`src/rtl/bitwise_pkg.sv`:
```
// Shared definitions for the bitwise sequencer: op encoding, FSM states,
// and a helper sizing the chunk counter.
package bitwise_pkg;

  localparam logic [2:0] OP_AND    = 3'd0;
  localparam logic [2:0] OP_OR     = 3'd1;
  localparam logic [2:0] OP_XOR    = 3'd2;
  localparam logic [2:0] OP_NAND   = 3'd3;
  localparam logic [2:0] OP_NOR    = 3'd4;
  localparam logic [2:0] OP_XNOR   = 3'd5;
  localparam logic [2:0] OP_NOT_A  = 3'd6;
  localparam logic [2:0] OP_PASS_A = 3'd7;

  typedef enum logic [1:0] {
    ST_IDLE = 2'd0,
    ST_BUSY = 2'd1,
    ST_DONE = 2'd2
  } state_t;

  // Width of a counter spanning 0..n-1, never narrower than one bit.
  function automatic int chunk_cnt_w(input int n);
    return (n > 1) ? $clog2(n) : 1;
  endfunction

endpackage

```
`src/rtl/bitwise_lane.sv`:
```
// Combinational LANE-bit logic slice; the only logic operator in the datapath.
module bitwise_lane
  import bitwise_pkg::*;
#(
  parameter int LANE = 4
) (
  input  logic [LANE-1:0] a,
  input  logic [LANE-1:0] b,
  input  logic [2:0]      op,
  output logic [LANE-1:0] y
);

  // Select one of the eight bitwise functions for this chunk.
  always_comb begin
    // NOTE: default assignment first so no path leaves y unassigned (no latch).
    y = '0;
    case (op)
      OP_AND:    y = a & b;
      OP_OR:     y = a | b;
      OP_XOR:    y = a ^ b;
      OP_NAND:   y = ~(a & b);
      OP_NOR:    y = ~(a | b);
      OP_XNOR:   y = ~(a ^ b);
      OP_NOT_A:  y = ~a;
      OP_PASS_A: y = a;
    endcase
  end

endmodule

```
`src/rtl/bitwise_seq.sv`:
```
// Handshaked bitwise logic unit: processes WIDTH-bit operands LANE bits per
// cycle through one shared slice, and reports zero/negative flags.
module bitwise_seq
  import bitwise_pkg::*;
#(
  parameter int WIDTH = 16,
  parameter int LANE  = 4
) (
  input  logic             clk,
  input  logic             rst_n,
  input  logic             in_valid,
  output logic             in_ready,
  input  logic [WIDTH-1:0] a,
  input  logic [WIDTH-1:0] b,
  input  logic [2:0]       op,
  output logic             out_valid,
  input  logic             out_ready,
  output logic [WIDTH-1:0] out,
  output logic             zr,
  output logic             ng
);

  localparam int              NCHUNK = WIDTH / LANE;
  localparam int              CNT_W  = chunk_cnt_w(NCHUNK);
  localparam logic [CNT_W-1:0] LAST  = CNT_W'(NCHUNK - 1);

  state_t           r_state;
  logic [WIDTH-1:0] r_a;
  logic [WIDTH-1:0] r_b;
  logic [WIDTH-1:0] r_res;
  logic [2:0]       r_op;
  logic [CNT_W-1:0] r_cnt;

  logic [LANE-1:0]  w_y;
  logic [WIDTH-1:0] w_res_next;
  logic             w_accept;

  bitwise_lane #(.LANE(LANE)) u_lane (
    .a  (r_a[LANE-1:0]),
    .b  (r_b[LANE-1:0]),
    .op (r_op),
    .y  (w_y)
  );

  // New chunk enters at the top; after NCHUNK shifts chunk 0 sits at the bottom.
  generate
    if (LANE == WIDTH) begin : g_single
      assign w_res_next = w_y;
    end else begin : g_multi
      assign w_res_next = {w_y, r_res[WIDTH-1:LANE]};
    end
  endgenerate

  // DONE may hand over to a new request in the same edge it releases the result.
  assign in_ready  = (r_state == ST_IDLE) || ((r_state == ST_DONE) && out_ready);
  assign w_accept  = in_valid && in_ready;
  assign out_valid = (r_state == ST_DONE);
  assign out       = r_res;
  assign zr        = ~|r_res;
  assign ng        = r_res[WIDTH-1];

  // Control FSM plus operand/result shift registers and chunk counter.
  always_ff @(posedge clk) begin
    if (!rst_n) begin
      // NOTE: operands are cleared too so every register starts from a known value.
      r_state <= ST_IDLE;
      r_res   <= '0;
      r_cnt   <= '0;
      r_a     <= '0;
      r_b     <= '0;
      r_op    <= OP_AND;
    end else begin
      // NOTE: non-blocking assignments so every register sees pre-edge values.
      case (r_state)
        ST_IDLE, ST_DONE: begin
          if (w_accept) begin
            r_a     <= a;
            r_b     <= b;
            r_op    <= op;
            r_cnt   <= '0;
            r_state <= ST_BUSY;
          end else if (r_state == ST_DONE && out_ready) begin
            r_state <= ST_IDLE;
          end
        end
        ST_BUSY: begin
          r_res <= w_res_next;
          r_a   <= r_a >> LANE;
          r_b   <= r_b >> LANE;
          if (r_cnt == LAST) begin
            r_state <= ST_DONE;
          end else begin
            r_cnt <= r_cnt + CNT_W'(1);
          end
        end
        default: r_state <= ST_IDLE;
      endcase
    end
  end

endmodule

```
`config.mk`:
```
export PLATFORM = sky130hd
export DESIGN_NAME = bitwise_seq
export DESIGN_NICKNAME = d
export VERILOG_FILES = /design/src/rtl/bitwise_pkg.sv /design/src/rtl/bitwise_lane.sv /design/src/rtl/bitwise_seq.sv
export SDC_FILE = /design/constraint.sdc
export NUM_CORES = 1
export LEC_CHECK = 0
export ABC_AREA = 0
export BUFFER_PORTS_ARGS = -buffer_cell sky130_fd_sc_hd__buf_2
export CORE_ASPECT_RATIO = 1.1
export CORE_MARGIN = 2
export CORE_UTILIZATION = 45
export DETAILED_ROUTE_END_ITERATION = 7
export MAX_ROUTING_LAYER = met4
export PLACE_DENSITY = 0.68
export REMOVE_ABC_BUFFERS = 1
export SLEW_MARGIN = 20
export SYNTH_ARGS = -nofsm -noshare
export SYNTH_HDL_FRONTEND = slang
export SYNTH_SLANG_ARGS = --single-unit
```
`constraint.sdc`:
```
create_clock -name clk -period 2.1 [get_ports clk]
set_input_delay 0.315 -clock clk [delete_from_list [all_inputs] [get_ports clk]]
set_output_delay 0.315 -clock clk [all_outputs]
set_load 0.05 [all_outputs]
```
==> flow_summary_export.csv, run 1 <==
group,metric,value,unit
cells_and_area,finish.instance_area,3200,um^2
timing,slew_headroom,66.9,%
hold_path,hp-start,"b[13]",
floorplanning,start_util,45.6,%
power,combPwrFrac,22.1,%
cts,cts_root_buf,"clkbuf_8",
drt,drt_pass1_iterations,4,
worst_setup_path,critPathCaptureType,"primary output",
placed_design,gp_congestion,0.747,
power,switchingPower,0.000656,W
drt,drt_iter0_drc,76,
placed_design,port_buffers,58,
worst_setup_path,slowest_stage,"dfxtp_1",
timing,finalCritPeriodShare,81.9,%
drt,wl,5.93,mm
timing,max_freq,582,MHz
floorplanning,core-area,6080,um^2
worst_setup_path,reg2reg_depth,5,
timing,tightestPinTransition,0.496,ns
placed_design,dp_hpwl,4.27,mm
hold_path,min_path_type,"primary input to flop",
power,p_sw_share,29.3,%
cts,htree_levels,2,
power,vdd_ir_drop_max,0.000343,V
cells_and_area,nFillCells,601,
worst_setup_path,critPathKind,"flop to primary output",
timing,final.setup_skew,0.00424,ns
timing,finalHoldViolCount,0,
power,powerDensity,698,nW/um^2
cts,cts.sinks,55,
cts,clock_latency,0.30,ns
cells_and_area,antenna_cells,0,
power,p_leak,1.60,nW
drt,vias,2437,
grt,antenna_found_initial,0,
worst_setup_path,worstReg2RegStart,"r_state[1]",
synthesis,ys_ff_latch,55,
power,pwr-share-clk,25.7,%
floorplanning,die_w,78.9,um
drt,avgRoutedWirePerCell,13.0,um
floorplanning,rows,30,
cts,clkTransAtPathRegs,0.09,ns
hold_path,whs_path_depth,3,
grt,grt_pass1_wl,10.2,mm
cells_and_area,area_delta_synth_final,15.5,%
worst_setup_path,cp-start-kind,"flop",
timing,setup_viol,0,
cts,cts_hold_buf,0,
placed_design,placed_cells,449,
timing,rsz0062_at_grt,"false",
cells_and_area,drive_above_1_share,21.3,%
status,status,"finished, final reports clean",
worst_setup_path,crit_chain,"nor4_1 > and4_1 > buf_2",
hold_path,hold_path_end,"r_b[13]",
synthesis,yosysWarnings,0,
grt,grt_max_degree,49,
worst_setup_path,critPathMaxStageDelay,0.34,ns
flow_run,maxCapViolCount,0,
synthesis,syn_inst,326,
grt,track_usage,19.0,%
cells_and_area,instances_no_fill,456,
cts,postCtsSetupRepairBufs,0,
synthesis,synth_area,2780,um^2
floorplanning,dieArea,6810,um^2
cells_and_area,num-nets-final,424,
power,p_int,0.00158,W
worst_setup_path,r2r_end,"r_cnt[1]",
placed_design,place_area,3120,um^2
synthesis,yosysUniqueCellTypes,34,
cts,cts_resized,0,
floorplanning,io_pins,59,
drt,drcViolationCount,0,
timing,post-route-min-period,1.72,ns
worst_setup_path,required,1.78,ns
worst_setup_path,cp-startpoint,"out[4]",
worst_setup_path,r2r_slack,0.45,ns
power,seqPwrFrac,52.2,%
grt,grt_overflow,0,
synthesis,avgSynthCellArea,8.51,um^2
timing,hold_ws,0.244,ns
cts,numCtsBuffers,5,
synthesis,synth-seq-area-share,39.7,%
floorplanning,die_h,86.4,um
drt,routed_via_density,5.34,
grt,grt_pass1_vias,2331,
cts,cts_tree,"yes",
timing,maxSlewViolCount,0,
worst_setup_path,path_max_fanout,4,
drt,ant_nets,0,
worst_setup_path,cp.arrival,1.40,ns
cts,cts.path.max_buffers,2,
## layout by cell type, fill, tap and decap left out, types with 2 or more instances in the layout
master / count
nor2b_1: 4
a21oi_1: 5
buf_2: 58
a311oi_1: 4
nand2b_1: 10
dfxtp_1: 55
o32ai_1: 4
inv_1: 10
nor4_1: 8
o211a_1: 24
buf_12: 2
nor2_1: 10
nand2_1: 79
clkbuf_8: 6
nand3_1: 28
o21a_1: 2
a21boi_1: 12
a21o_1: 4
mux2i_1: 11
ha_1: 9
buf_4: 10
o31ai_1: 4
o211ai_1: 4
## cells in the mapped netlist
cell type / count / area (um^2)
nor3_1: 1 / 5.00
or2_1: 1 / 6.26
o21a_1: 2 / 15.0
o211a_1: 24 / 240
a21oi_1: 5 / 25.0
buf_6: 3 / 33.8
o21ai_0: 1 / 5.00
nand3_1: 28 / 140
inv_1: 10 / 37.5
ha_1: 9 / 113
buf_4: 10 / 75.1
o32ai_1: 4 / 35.0
nand2b_1: 10 / 62.6
dfxtp_1: 55 / 1100
and2b_1: 1 / 7.51
nor2b_1: 5 / 31.3
a21oi_2: 1 / 8.76
a21boi_1: 12 / 90.1
nand2_1: 79 / 297
nor4_1: 8 / 50.1
a21o_1: 4 / 30.0
and2_1: 1 / 6.26
a22oi_1: 1 / 7.51
mux2i_1: 11 / 110
a311oi_1: 4 / 35.0
clkbuf_1: 4 / 15.0
and4_1: 1 / 8.76
o211ai_1: 4 / 30.0
a211oi_4: 1 / 20.0
nor3b_1: 1 / 7.51
o2bb2ai_1: 1 / 8.76
o31ai_1: 4 / 30.0
nor2_1: 10 / 37.5
buf_2: 10 / 50.1
## critical path: cells and delay by family (launching register included)
kind | cells | cell delay (ns)
buf+inv | 1 | 0.25
flops | 1 | 0.34
simple gates | 2 | 0.51
## cell type report
cell class              instances  area, um^2  share of cell area, %
multi-input cells             234        1470                   46.0
flip-flops and latches         55        1100                   34.4
repair buffers                 70         405                   12.7
well taps                      80         100                   3.12
clock buffers                   6        82.6                   2.58
inverters                      10        37.5                   1.17
clock inverters                 1        5.00                  0.156
## sequential cells by signal, summed over array words and instances (netlist names)
| name | count |
|---|---|
| r_b | 16 |
| out | 16 |
| r_a | 16 |
| r_op | 3 |
| r_state | 2 |
| r_cnt | 2 |
## power groups by stage
stage | logic, W | clock network [W] | registers [W]
6_report | 0.000495 | 0.000575 | 0.00117
5_1_grt | 0.000552 | 0.000650 | 0.00118
4_1_cts | 0.000499 | 0.000606 | 0.00117
3_5_place_dp | 0.000498 | 0 | 0.00119
3_3_place_gp | 0.000487 | 0 | 0.00119
2_1_floorplan | 0.000301 | 0 | 0.00121
## through the flow
stage	setup TNS, ns	power [W]	setup WS, ns	util [%]
after floorplan	-2.15	0.00151	-0.232	-
after global placement	0	0.00168	0.536	51.3
after detailed placement	0	0.00169	0.458	51.3
after CTS	0	0.00227	0.359	52.7
after global routing	0	0.00238	0.293	52.7
final	0	0.00224	0.380	52.7
## worst max path at each step
stage | endpoint | cells after the start | slack (ns)
after global placement | r_cnt[1] | 5 | 0.54
after CTS | zr | 3 | 0.36
after detailed placement | r_cnt[1] | 5 | 0.46
after floorplan | out[12] | 3 | -0.23
after global routing | zr | 3 | 0.29
final | zr | 3 | 0.38
## cell families after synthesis
logic type	Yosys count	synth area share, %
multiplexers	11	3.97
AO/OA/AOI/OAI	68	20.9
buffers and inverters	37	7.62
AND/OR/NAND/NOR	146	23.8
adder cells (fa/ha/maj)	9	4.06
flip-flops	55	39.7
## per-layer routing
layer	global-route usage [%]	share of wire (%)	vias to the layer above
met2	32.9	46	73
met3	2.92	5.4	8
met1	22.8	47	1122
met5	-	0	-
li1	-	-	1234
met4	5.64	1.2	0
Note: power is estimated with default switching activity, not from simulation.
==> inputs of run 2 (changes only) <==
--- a/config.mk
+++ b/config.mk
@@ -5,7 +5,7 @@
 export SDC_FILE = /design/constraint.sdc
 export NUM_CORES = 1
 export LEC_CHECK = 0
-export ABC_AREA = 0
+export ABC_AREA = 1
 export BUFFER_PORTS_ARGS = -buffer_cell sky130_fd_sc_hd__buf_2
 export CORE_ASPECT_RATIO = 1.1
 export CORE_MARGIN = 2
==> constraint.sdc (replaced) <==
create_clock -name clk -period 1.8 [get_ports clk]
set_input_delay 0.27 -clock clk [delete_from_list [all_inputs] [get_ports clk]]
set_output_delay 0.27 -clock clk [all_outputs]
set_load 0.05 [all_outputs]
==> flow_summary_export.csv, run 2 <==
group,metric,value,unit
grt,gr-usage-met3,2.78,%
cts,htree_levels,2,
placed_design,gp_congestion,0.832,
synthesis,yosysUniqueCellTypes,29,
cells_and_area,final_common_cell,"nand2_1",
worst_setup_path,r2r_slack,0.41,ns
worst_setup_path,worstReg2RegStart,"r_state[1]",
synthesis,synth_edf_count,0,
synthesis,synth-seq-area-share,38.5,%
drt,drt_pass1_iterations,4,
timing,max_freq,611,MHz
cells_and_area,num-nets-final,518,
synthesis,async_flop_share,0,%
synthesis,syn_inst,417,
cts,cts_tree,"yes",
synthesis,synth_top_area_share,38.5,%
worst_setup_path,critPathKind,"flop to primary output",
grt,track_usage,18.5,%
cells_and_area,final_util,52.8,%
cts,cts_root_buf,"clkbuf_8",
power,switchingPower,0.000874,W
power,pwr-share-clk,24.8,%
synthesis,synth_area,2860,um^2
cells_and_area,antenna_cells,0,
cts,clock_latency,0.30,ns
cts,cts.path.max_buffers,2,
cts,cts.sinks,55,
timing,maxSlewViolCount,0,
power,combPwrFrac,24.0,%
worst_setup_path,reg2reg_depth,6,
timing,post-route-min-period,1.64,ns
worst_setup_path,cp.arrival,1.37,ns
power,vdd_ir_drop_max,0.000551,V
status,status,"finished, final reports clean",
timing,finalHoldViolCount,0,
hold_path,whs_path_depth,3,
timing,slew_headroom,80.1,%
timing,final.setup_skew,0.00269,ns
synthesis,synth_flop_cell,"dfxtp_1",
cells_and_area,drive_above_1_share,19.1,%
floorplanning,die_w,80,um
placed_design,place_area,3160,um^2
grt,met1_usage,22.5,%
drt,ant_nets,0,
floorplanning,die_h,87.6,um
drt,routed_via_density,4.75,
synthesis,yosysWarnings,0,
hold_path,hp-start,"a[12]",
hold_path,hold_path_end,"r_a[12]",
cells_and_area,area_delta_synth_final,13.7,%
cts,postCtsSetupRepairBufs,0,
hold_path,min_path_type,"primary input to flop",
floorplanning,core-area,6160,um^2
worst_setup_path,path_max_fanout,3,
placed_design,port_buffers,58,
worst_setup_path,r2r_end,"r_b[3]",
timing,hold_ws,0.223,ns
power,p_leak,1.63,nW
timing,tightestPinTransition,0.297,ns
grt,grt_busiest_layer,"met2",
floorplanning,dieArea,7010,um^2
grt,grt_overflow,0,
cells_and_area,mostFrequentLayoutCells,"nand2_1, nor2_1, buf_2",
power,p_sw_share,32.7,%
drt,drcViolationCount,0,
cts,cts_resized,0,
floorplanning,rows,30,
worst_setup_path,critPathCaptureType,"primary output",
drt,avgRoutedWirePerCell,10.8,um
synthesis,synth_top_area_cell,"dfxtp_1",
grt,grt_use_met2,32.3,%
drt,wl,5.94,mm
timing,finalCritPeriodShare,90.9,%
cells_and_area,nFillCells,652,
cells_and_area,finish.instance_area,3250,um^2
cts,numCtsBuffers,5,
worst_setup_path,required,1.53,ns
grt,antenna_found_initial,0,
synthesis,synthTopCellsByArea,"dfxtp_1, nand2_1, o21ai_0",
drt,drt_iter0_drc,120,
power,seqPwrFrac,51.2,%
cts,cts_hold_buf,0,
cts,clkTransAtPathRegs,0.09,ns
floorplanning,start_util,46.4,%
worst_setup_path,cp-start-kind,"flop",
synthesis,ys_ff_latch,55,
grt,grt_max_degree,36,
drt,vias,2618,
floorplanning,io_pins,59,
power,p_int,0.00180,W
placed_design,dp_hpwl,4.23,mm
grt,grt_pass1_vias,2362,
flow_run,maxCapViolCount,0,
synthesis,yosysMostFrequentCell,"nand2_1",
timing,setup_viol,0,
timing,rsz0062_at_grt,"false",
synthesis,avgSynthCellArea,6.86,um^2
grt,grt_pass1_wl,10.2,mm
synthesis,synthTopCellsByCount,"nand2_1, nor2_1, dfxtp_1",
power,powerDensity,822,nW/um^2
==> run 2: changes by cell type in the layout (fill, tap and decap cells not counted), sizes merged, moves of 9 or more <==
cell,delta
o21ai,+54
nor2,+53
inv,+43
nand2,+34
o211a,-24
nand3,-23
nand4,+20
a21boi,-12
mux2i,-11
nand2b,-10
a21oi,+9
==> run 2: final cells by class <==
cell class | instances | area (um^2) | share of cell area, %
tap | 80 | 100 | 3.08
clock inverter | 3 | 18.8 | 0.578
inverter | 54 | 218 | 6.70
sequential | 55 | 1100 | 33.9
timing repair buffer | 65 | 343 | 10.6
multi-input combinational | 289 | 1400 | 43.1
clock buffer | 5 | 68.8 | 2.12
==> run 2: power groups by stage <==
| stage | logic, W | registers (W) | clock network [W] |
|---|---|---|---|
| after floorplan | 0.000405 | 0.00144 | 0 |
| after global placement | 0.000631 | 0.00139 | 0 |
| after detailed placement | 0.000642 | 0.00140 | 0 |
| after CTS | 0.000645 | 0.00137 | 0.000698 |
| after global routing | 0.000733 | 0.00138 | 0.000739 |
| final | 0.000641 | 0.00137 | 0.000663 |
==> run 2: metal layers <==
layer  vias up  part of all wire, %  routed length (um)
li1       1433                    -                   -
met1      1137                   47                2780
met4         0                 0.67                  40
met2        44                   49                2930
met3         4                  3.3                 194
met5         -                    0                   0
==> run 2: worst max-delay path, cell delays in order (launching register included) <==
cell and delay, ns:
dfxtp_1 0.33, nor4_1 0.30, nand2_1 0.09, nor2_1 0.09, buf_2 0.26
==> run 2: how the worst max path moves through the flow <==
stage                          start     end  slack, ns
after detailed placement  r_state[1]  r_b[3]       0.42
after global placement    r_state[1]  r_b[9]       0.46
after CTS                     out[0]      zr       0.13
after floorplan              out[15]      zr      -0.13
final                         out[0]      zr       0.16
after global routing          out[0]      zr       0.03
==> run 2: metrics by stage <==
stage,setup slack (ns),cells,total power (W),TNS (ns)
final,0.163,551,0.00267,0
after global routing,0.0309,551,0.00285,0
after CTS,0.131,551,0.00271,0
after detailed placement,0.424,543,0.00204,0
after global placement,0.457,543,0.00202,0
after floorplan,-0.134,398,0.00184,-0.134
==> run 2: kinds of logic (layout without fill, tap and decap cells) <==
group / after synthesis / after routing / share of synthesized area [%]
AND/OR/NAND/NOR: 205 / 205 / 31.1
buffers and inverters: 73 / 127 / 12.5
flip-flops: 55 / 55 / 38.5
AO/OA/AOI/OAI: 75 / 75 / 13.9
adder cells (fa/ha/maj): 9 / 9 / 3.94
